--- src/rtl/rot_quad_gen.sv ---
// Rotary quadrature encoder emulator: AXI-Stream command packets request a
// number of A/B quadrature steps at a given period and direction, with Z index.
module rot_quad_gen #(
    parameter logic [31:0] CNT_PER_REV = 32'd8000,
    parameter logic [15:0] MIN_PERIOD  = 16'd2
) (
    input  logic        clk,
    input  logic        arstn,
    input  logic [31:0] s_axis_tdata,
    input  logic        s_axis_tvalid,
    input  logic        s_axis_tlast,
    output logic        s_axis_tready,
    output logic        rot_a,
    output logic        rot_b,
    output logic        rot_z,
    output logic [31:0] pos,
    output logic        busy,
    output logic        err
);

    localparam logic [1:0] IDLE    = 2'd0;
    localparam logic [1:0] GET_CNT = 2'd1;
    localparam logic [1:0] RUN     = 2'd2;
    localparam logic [1:0] DRAIN   = 2'd3;

    logic [1:0]  state;
    logic        ready_en;
    logic        dir_q;
    logic [15:0] period_q;
    logic [31:0] remaining;
    logic [15:0] timer;

    logic        beat;
    logic        tick;
    logic [15:0] period_in;
    logic [31:0] pos_next;
    logic        a_next;
    logic        b_next;

    // ready_en keeps tready low while reset is held and for the reset-release edge
    assign s_axis_tready = ready_en && (state != RUN);
    assign beat          = s_axis_tvalid && s_axis_tready;
    assign busy          = (state == RUN);
    assign tick          = (state == RUN) && (timer == period_q - 16'd1);
    assign period_in     = (s_axis_tdata[15:0] < MIN_PERIOD) ? MIN_PERIOD : s_axis_tdata[15:0];

    always_comb begin
        pos_next = pos;
        a_next   = rot_a;
        b_next   = rot_b;
        if (!dir_q) begin
            pos_next = (pos == CNT_PER_REV - 32'd1) ? 32'd0 : pos + 32'd1;
            case ({rot_a, rot_b})
                2'b00:   {a_next, b_next} = 2'b10;
                2'b10:   {a_next, b_next} = 2'b11;
                2'b11:   {a_next, b_next} = 2'b01;
                default: {a_next, b_next} = 2'b00;
            endcase
        end else begin
            pos_next = (pos == 32'd0) ? CNT_PER_REV - 32'd1 : pos - 32'd1;
            case ({rot_a, rot_b})
                2'b00:   {a_next, b_next} = 2'b01;
                2'b01:   {a_next, b_next} = 2'b11;
                2'b11:   {a_next, b_next} = 2'b10;
                default: {a_next, b_next} = 2'b00;
            endcase
        end
    end

    always_ff @(posedge clk or negedge arstn) begin
        if (!arstn) begin
            ready_en <= 1'b0;
        end else begin
            ready_en <= 1'b1;
        end
    end

    // Command packet parsing and step scheduling
    always_ff @(posedge clk or negedge arstn) begin
        if (!arstn) begin
            state     <= IDLE;
            dir_q     <= 1'b0;
            period_q  <= 16'd0;
            remaining <= 32'd0;
            timer     <= 16'd0;
            err       <= 1'b0;
        end else begin
            case (state)
                IDLE: begin
                    if (beat) begin
                        if (s_axis_tlast) begin
                            err <= 1'b1;
                        end else begin
                            dir_q    <= s_axis_tdata[31];
                            period_q <= period_in;
                            state    <= GET_CNT;
                        end
                    end
                end
                GET_CNT: begin
                    if (beat) begin
                        remaining <= s_axis_tdata;
                        timer     <= 16'd0;
                        if (s_axis_tlast) begin
                            state <= (s_axis_tdata == 32'd0) ? IDLE : RUN;
                        end else begin
                            err   <= 1'b1;
                            state <= DRAIN;
                        end
                    end
                end
                DRAIN: begin
                    if (beat && s_axis_tlast) begin
                        timer <= 16'd0;
                        state <= (remaining == 32'd0) ? IDLE : RUN;
                    end
                end
                default: begin
                    if (tick) begin
                        timer     <= 16'd0;
                        remaining <= remaining - 32'd1;
                        if (remaining == 32'd1) begin
                            state <= IDLE;
                        end
                    end else begin
                        timer <= timer + 16'd1;
                    end
                end
            endcase
        end
    end

    // Phase and position only move on a tick and otherwise hold across commands
    always_ff @(posedge clk or negedge arstn) begin
        if (!arstn) begin
            rot_a <= 1'b0;
            rot_b <= 1'b0;
            pos   <= 32'd0;
            rot_z <= 1'b1;
        end else if (tick) begin
            rot_a <= a_next;
            rot_b <= b_next;
            pos   <= pos_next;
            rot_z <= (pos_next == 32'd0);
        end
    end

endmodule

--- config.mk ---
export PLATFORM = sky130hd
export DESIGN_NAME = rot_quad_gen
export DESIGN_NICKNAME = d
export VERILOG_FILES = /design/src/rtl/rot_quad_gen.sv
export SDC_FILE = /design/constraint.sdc
export NUM_CORES = 1
export LEC_CHECK = 0
export BUFFER_PORTS_ARGS = -buffer_cell sky130_fd_sc_hd__buf_2
export CORE_ASPECT_RATIO = 0.9
export CORE_MARGIN = 3
export CORE_UTILIZATION = 65
export DETAILED_ROUTE_END_ITERATION = 10
export GPL_TIMING_DRIVEN = 0
export PLACE_DENSITY = 0.91
export SLEW_MARGIN = 20
export SYNTH_ARGS = -nofsm -noshare
export SYNTH_HDL_FRONTEND = slang
export SYNTH_SLANG_ARGS = --single-unit
export TNS_END_PERCENT = 100
--- constraint.sdc ---
create_clock -name clk -period 9.4 [get_ports clk]
set_clock_uncertainty 0.2 [all_clocks]
set_input_delay 1.88 -clock clk [delete_from_list [all_inputs] [get_ports clk]]
set_output_delay 1.88 -clock clk [all_outputs]
set_load 0.005 [all_outputs]
---- Word level (Yosys, flattened, before mapping) ----
Cells that the tools add are included.
storage, ports and cells
  register bits ........................... 104
  input port bits ......................... 36
  output and inout port bits .............. 38
  logic and storage cells ................. 92
operators by class
  add/subtract/negate cells ............... 5
  order comparisons ....................... 1
  eq/ne operators ......................... 16
  muxes and demuxes ....................... 32
  bitwise logic cells ..................... 3
  reduce and logical (&&, ||, !) cells .... 24
operators with widths
  operator               number
  $mux 32                5
  $logic_not 32->1       4
  $mux 16                4
  $pmux 32 s2            1
  $sub 32x1->32 const B  2
  $pmux 16 s3            1
  $add 32x1->32 const B  1
  $eq 32x1->1 const B    1
  $eq 32x13->1 const B   1
  $mux 2                 9
  $add 16x1->16 const B  1
  $eq 16x16->1           1
  $lt 16x2->1 const B    1
  $sub 16x1->16 const B  1
  $ne 2x2->1 const B     7
  $mux 1                 10
  $reduce_or 2->1        5
  $reduce_and 3->1       3
  $eq 2x2->1 const B     4
  $reduce_bool 4->1      2
  $pmux 2 s3             1
  $reduce_and 6->1       1
  $reduce_and 5->1       1
  $eq 2x1->1 const B     2
  5 further kinds        12

---- Depth between registers and ports, before layout ----
  word-level depth ........................ 6
  gate-level depth with buffers ........... 14

---- Least setup slack after synthesis ----
No wires, ideal clock.
  kind .................................... register -> register
  from .................................... register pos[16]
  to ...................................... register rot_z
  setup time .............................. 0.072 ns
  arrival time ............................ 3.566 ns
  data required time ...................... 9.128 ns
  slack ................................... 5.562 ns
  stages on the path, launching flop included .. 12
  cells stage by stage .................... dfrtp_1 clkbuf_2 or3_1 buf_2 or4_4 nor4_1 xnor2_1 o22ai_1 or4_1 or4_1 or4b_1 o21ai_1
on the way
  longest elaborated chain between the ends .. 4
  elaborated cells on any way between the ends .. 8
RTL lines
  element                                line    source
  start, declared                        16      output logic [31:0] pos,
  start signal, assigned                 143     pos <= pos_next;
  $add 32x1->32 (tied with other cells)  52      pos_next = (pos == CNT_PER_REV - 32'd1) ? 32'd0 : pos + 32'd1;
  $mux 32 (on tied branches)             52, 60
  $mux 32 *                              51      if (!dir_q) begin
  $logic_not 32->1 *                     144     rot_z <= (pos_next == 32'd0);
  end signal, assigned                   144
  end, declared                          15      output logic rot_z,
Mark *: on every way between the ends. The rest lies on a longest branch, timed or not.
A chain may end at the register's enable or synchronous reset.

---- Final worst setup path ----
  from .................................... register period_q[0]
  to ...................................... register rot_z
on the way
  longest elaborated chain between the ends .. 3
RTL lines
  element                 line  source
  start, declared         29    logic [15:0] period_q;
  start signal, assigned  95    period_q <= period_in;
  $sub 16x1->16           44    assign tick = (state == RUN) && (timer == period_q - 16'd1);
  $eq 16x16->1            44
  $logic_and 1x1->1       44
No other way between the ends.

==> results.md <==
* Core area at 11500 sq um
* Fin area at 8620 sq um
* CP arrival at 4.69 ns
* Final Max Slew Viols at 0
* Post-Route WL at 25.9 mm
* GPL Wtd Cong at 1.05
* Status: completed
* Die Span Y at 109 um
* EDFF count, synth at 0
* Crit. Startpoint: period_q[0]$_DFFE_PN0P_
* Root cell of the clock tree: clkbuf_16
* Worst reg2reg endpoint: rot_z$_DFFE_PN1P_
* Initial core utilization at 0.671
* Rows at 37
* Area of the mapped netlist at 7730 sq um
* Post-DR wirelength/cell at 21.4 um
* Peak supply drop at 0.000208 V
* Syn_area_per_cell at 8.00 sq um
* CP Launch Type: flop
* Worst r2r src: period_q[0]$_DFFE_PN0P_
* DP Area at 8330 sq um
* Worst skew pair latency at 0.37 ns
* Leading area contributor after synthesis: dfrtp_1
* Hold Path End: rot_z$_DFFE_PN1P_
* DIE AREA at 13200 sq um
* Die X at 121 um
* Total CTS buffers at 9
* Flops & latches, synth at 104
* Post-synth ARST share at 1.00
* Dpl ws at 5.02 ns
* CTS-repair resized insts at 0
* P_leak at 0.00360 uW
* Worst setup EP type: flop
* Vias per cell at 7.03
* Hold slack at 0.278 ns
* Via Count at 8524
* Hold path depth at 2
* Syn Inst Count at 967
* Required time worst endpoint at 9.50 ns
* Cell variety after synth at 69
* RSZ-0062 raised after global routing: no
* Final WS setup at 4.80 ns
* Area Overhead vs Synth at 11.5%
* Cell Pwr Density at 243 nW/um^2
* ANT nets after route at 0
* Design internal power at 1120 uW
* Sequential power share at 0.317
* Setup TNS at 0 ns
* Predominant post-synthesis flop cell: dfrtp_1
* Postcts setup bufs at 0
* Top cell type's share of synthesized area at 0.333
* Vias in the first global route at 7788
* Top post-synthesis cells by area: dfrtp_1 33%, o21ai_0 5.6%, nand2_1 4.4%
* Worst-Margin Slew at 0.982 ns
* Crit path largest cell delay at 0.82 ns
* Final nets at 1100
* Clock share of power at 0.189
* Combinational share of power at 0.494
* Initial antenna violation count at 0
* N_diodes at 0
* Post-synth top cells: 103 x dfrtp_1, 90 x nand2_1, 86 x o21ai_0, 69 x nor2_1, 59 x clkbuf_1
* Tot Pwr at 2090 uW
* PortBufs at 73
* Residual DRC at 0
* Slowest CP cell: nor3b_1
* Syn Nets at 1015
* Part of the cycle the worst path needs at 0.489
* Hpwl dp at 18.8 mm
* Slew headroom at 0.345
* Grt ovf at 0
* Critical path class: reg2reg
* Clk buf depth at 2
* Initial detailed-routing violation count at 1267
* Cells along the critical path: inv_1 > ha_1 > or4b_1 > clkbuf_1 > or3_1 > a21bo_2 > nor4b_1 > o2111ai_1 > nor3b_1 > or4b_1 > o21ai_1
* YS warnings at 0
* CP max FO at 8
* Post-cts hold buffer count at 0
* First-pass GRT wire length at 40.5 mm
* Max Clk Rate at 218 MHz
* Fin crit period at 4.60 ns
* R2R depth at 11
* Layout cells sized above 1 at 0.126
* Sequential-to-total area share from yosys stat at 0.337
* GRT Util Overall at 0.391
* Crit-path most repeated cell: or4b_1
* Final setup viols at 0
* CTS tree: yes
* Max Cap Viol at 0
* CTS Sinks at 104
* Worst reg2reg setup slack at 4.80 ns
* Drt first pass iters at 5
* Net Sw Frac at 0.464
* I/O pins at 74
* Most frequent cell after synthesis: dfrtp_1
* CTS clk-pin slew, worst paths at 0.07 ns
* Largest net degree at the start of global routing at 82
* H-Tree Depth at 3
* Hold_sp: rot_z$_DFFE_PN1P_
* Reported net switching power at 972 uW
* Worst Hold Class: reg2reg
* Final hold vios at 0
## registers in the layout (all words and copies together) (netlist names)
register and count:
period_q 16, err 1, ready_en 1, remaining 32, dir_q 1, pos 32
rot_b 1, timer 16, rot_a 1, rot_z 1, state 2
## cell usage in the layout (no fill, tap or decap), types with 6 or more instances in the layout
cell type / netlist / layout
nor4b_1: 8 / 8
xnor2_1: 29 / 29
clkbuf_1: 59 / 61
inv_1: 21 / 21
buf_2: 8 / 80
a21oi_1: 47 / 47
mux2_2: 20 / 20
xor2_1: 17 / 17
o211ai_1: 10 / 10
nand2_1: 90 / 90
o21ai_0: 86 / 86
and3_1: 24 / 24
and4_1: 6 / 6
nor2_1: 69 / 69
or3_1: 20 / 20
or4_1: 9 / 9
ha_1: 12 / 12
nor3_1: 48 / 48
clkbuf_16: 0 / 9
dfrtp_1: 103 / 103
o31ai_1: 15 / 15
nand3_1: 40 / 40
a31oi_1: 8 / 8
nor4_1: 43 / 43
a21o_1: 7 / 7
a22o_1: 7 / 7
nand4_1: 17 / 17
nor2b_1: 11 / 11
a211oi_1: 11 / 11
o22ai_1: 26 / 26
## worst max-delay path: cells and delay by family, from the launching register on
family          cells  cell delay, ns
compound gates      3            0.92
fa+ha+maj           1            0.22
buf+inv             2            0.26
flops               1            0.42
simple gates        5            2.50
## worst max-delay path by stage
| stage | end | slack (ns) |
|---|---|---|
| global route | rot_z$_DFFE_PN1P_ | 4.66 |
| detailed placement | rot_z$_DFFE_PN1P_ | 5.02 |
| global placement | rot_z$_DFFE_PN1P_ | 4.97 |
| floorplan | rot_z$_DFFE_PN1P_ | 5.56 |
| finish | rot_z$_DFFE_PN1P_ | 4.80 |
| CTS | rot_z$_DFFE_PN1P_ | 4.96 |
## stage by stage
step | util | cells
after floorplan | - | 967
after global placement | 0.720 | 1196
after detailed placement | 0.722 | 1197
after CTS | 0.748 | 1213
after global routing | 0.748 | 1213
final | 0.748 | 1213
## layer usage
layer / track usage / vias up / share of wire
li1: - / 3804 / -
met1: 0.502 / 3950 / 0.38
met2: 0.605 / 648 / 0.45
met3: 0.104 / 122 / 0.12
met4: 0.211 / 0 / 0.050
met5: 0 / - / 0
## kinds of logic after synthesis
logic type	synth area share
simple gates	0.290
compound gates	0.219
flops	0.337
buf+inv	0.0471
xor+xnor	0.0521
mux	0.0356
fa+ha+maj	0.0194
other cells	0.000485
## area by class of cell
type / count / area [sq um]
fillers: 877 / 2900
repair buffers: 74 / 399
well taps: 156 / 195
multi-input cells: 769 / 4770
plain buffers: 73 / 285
clock buffers: 11 / 233
inverters: 21 / 78.8
flip-flops and latches: 104 / 2600
clock inverters: 5 / 63.8
## power groups by stage
stage          sequential [uW]  combinational, uW  clock, uW
2_1_floorplan              632                724          0
3_3_place_gp               659                963          0
3_5_place_dp               665                989          0
4_1_cts                    658                996        396
5_1_grt                    677               1120        411
6_report                   663               1030        396
Power figures use the tool's default switching activity.
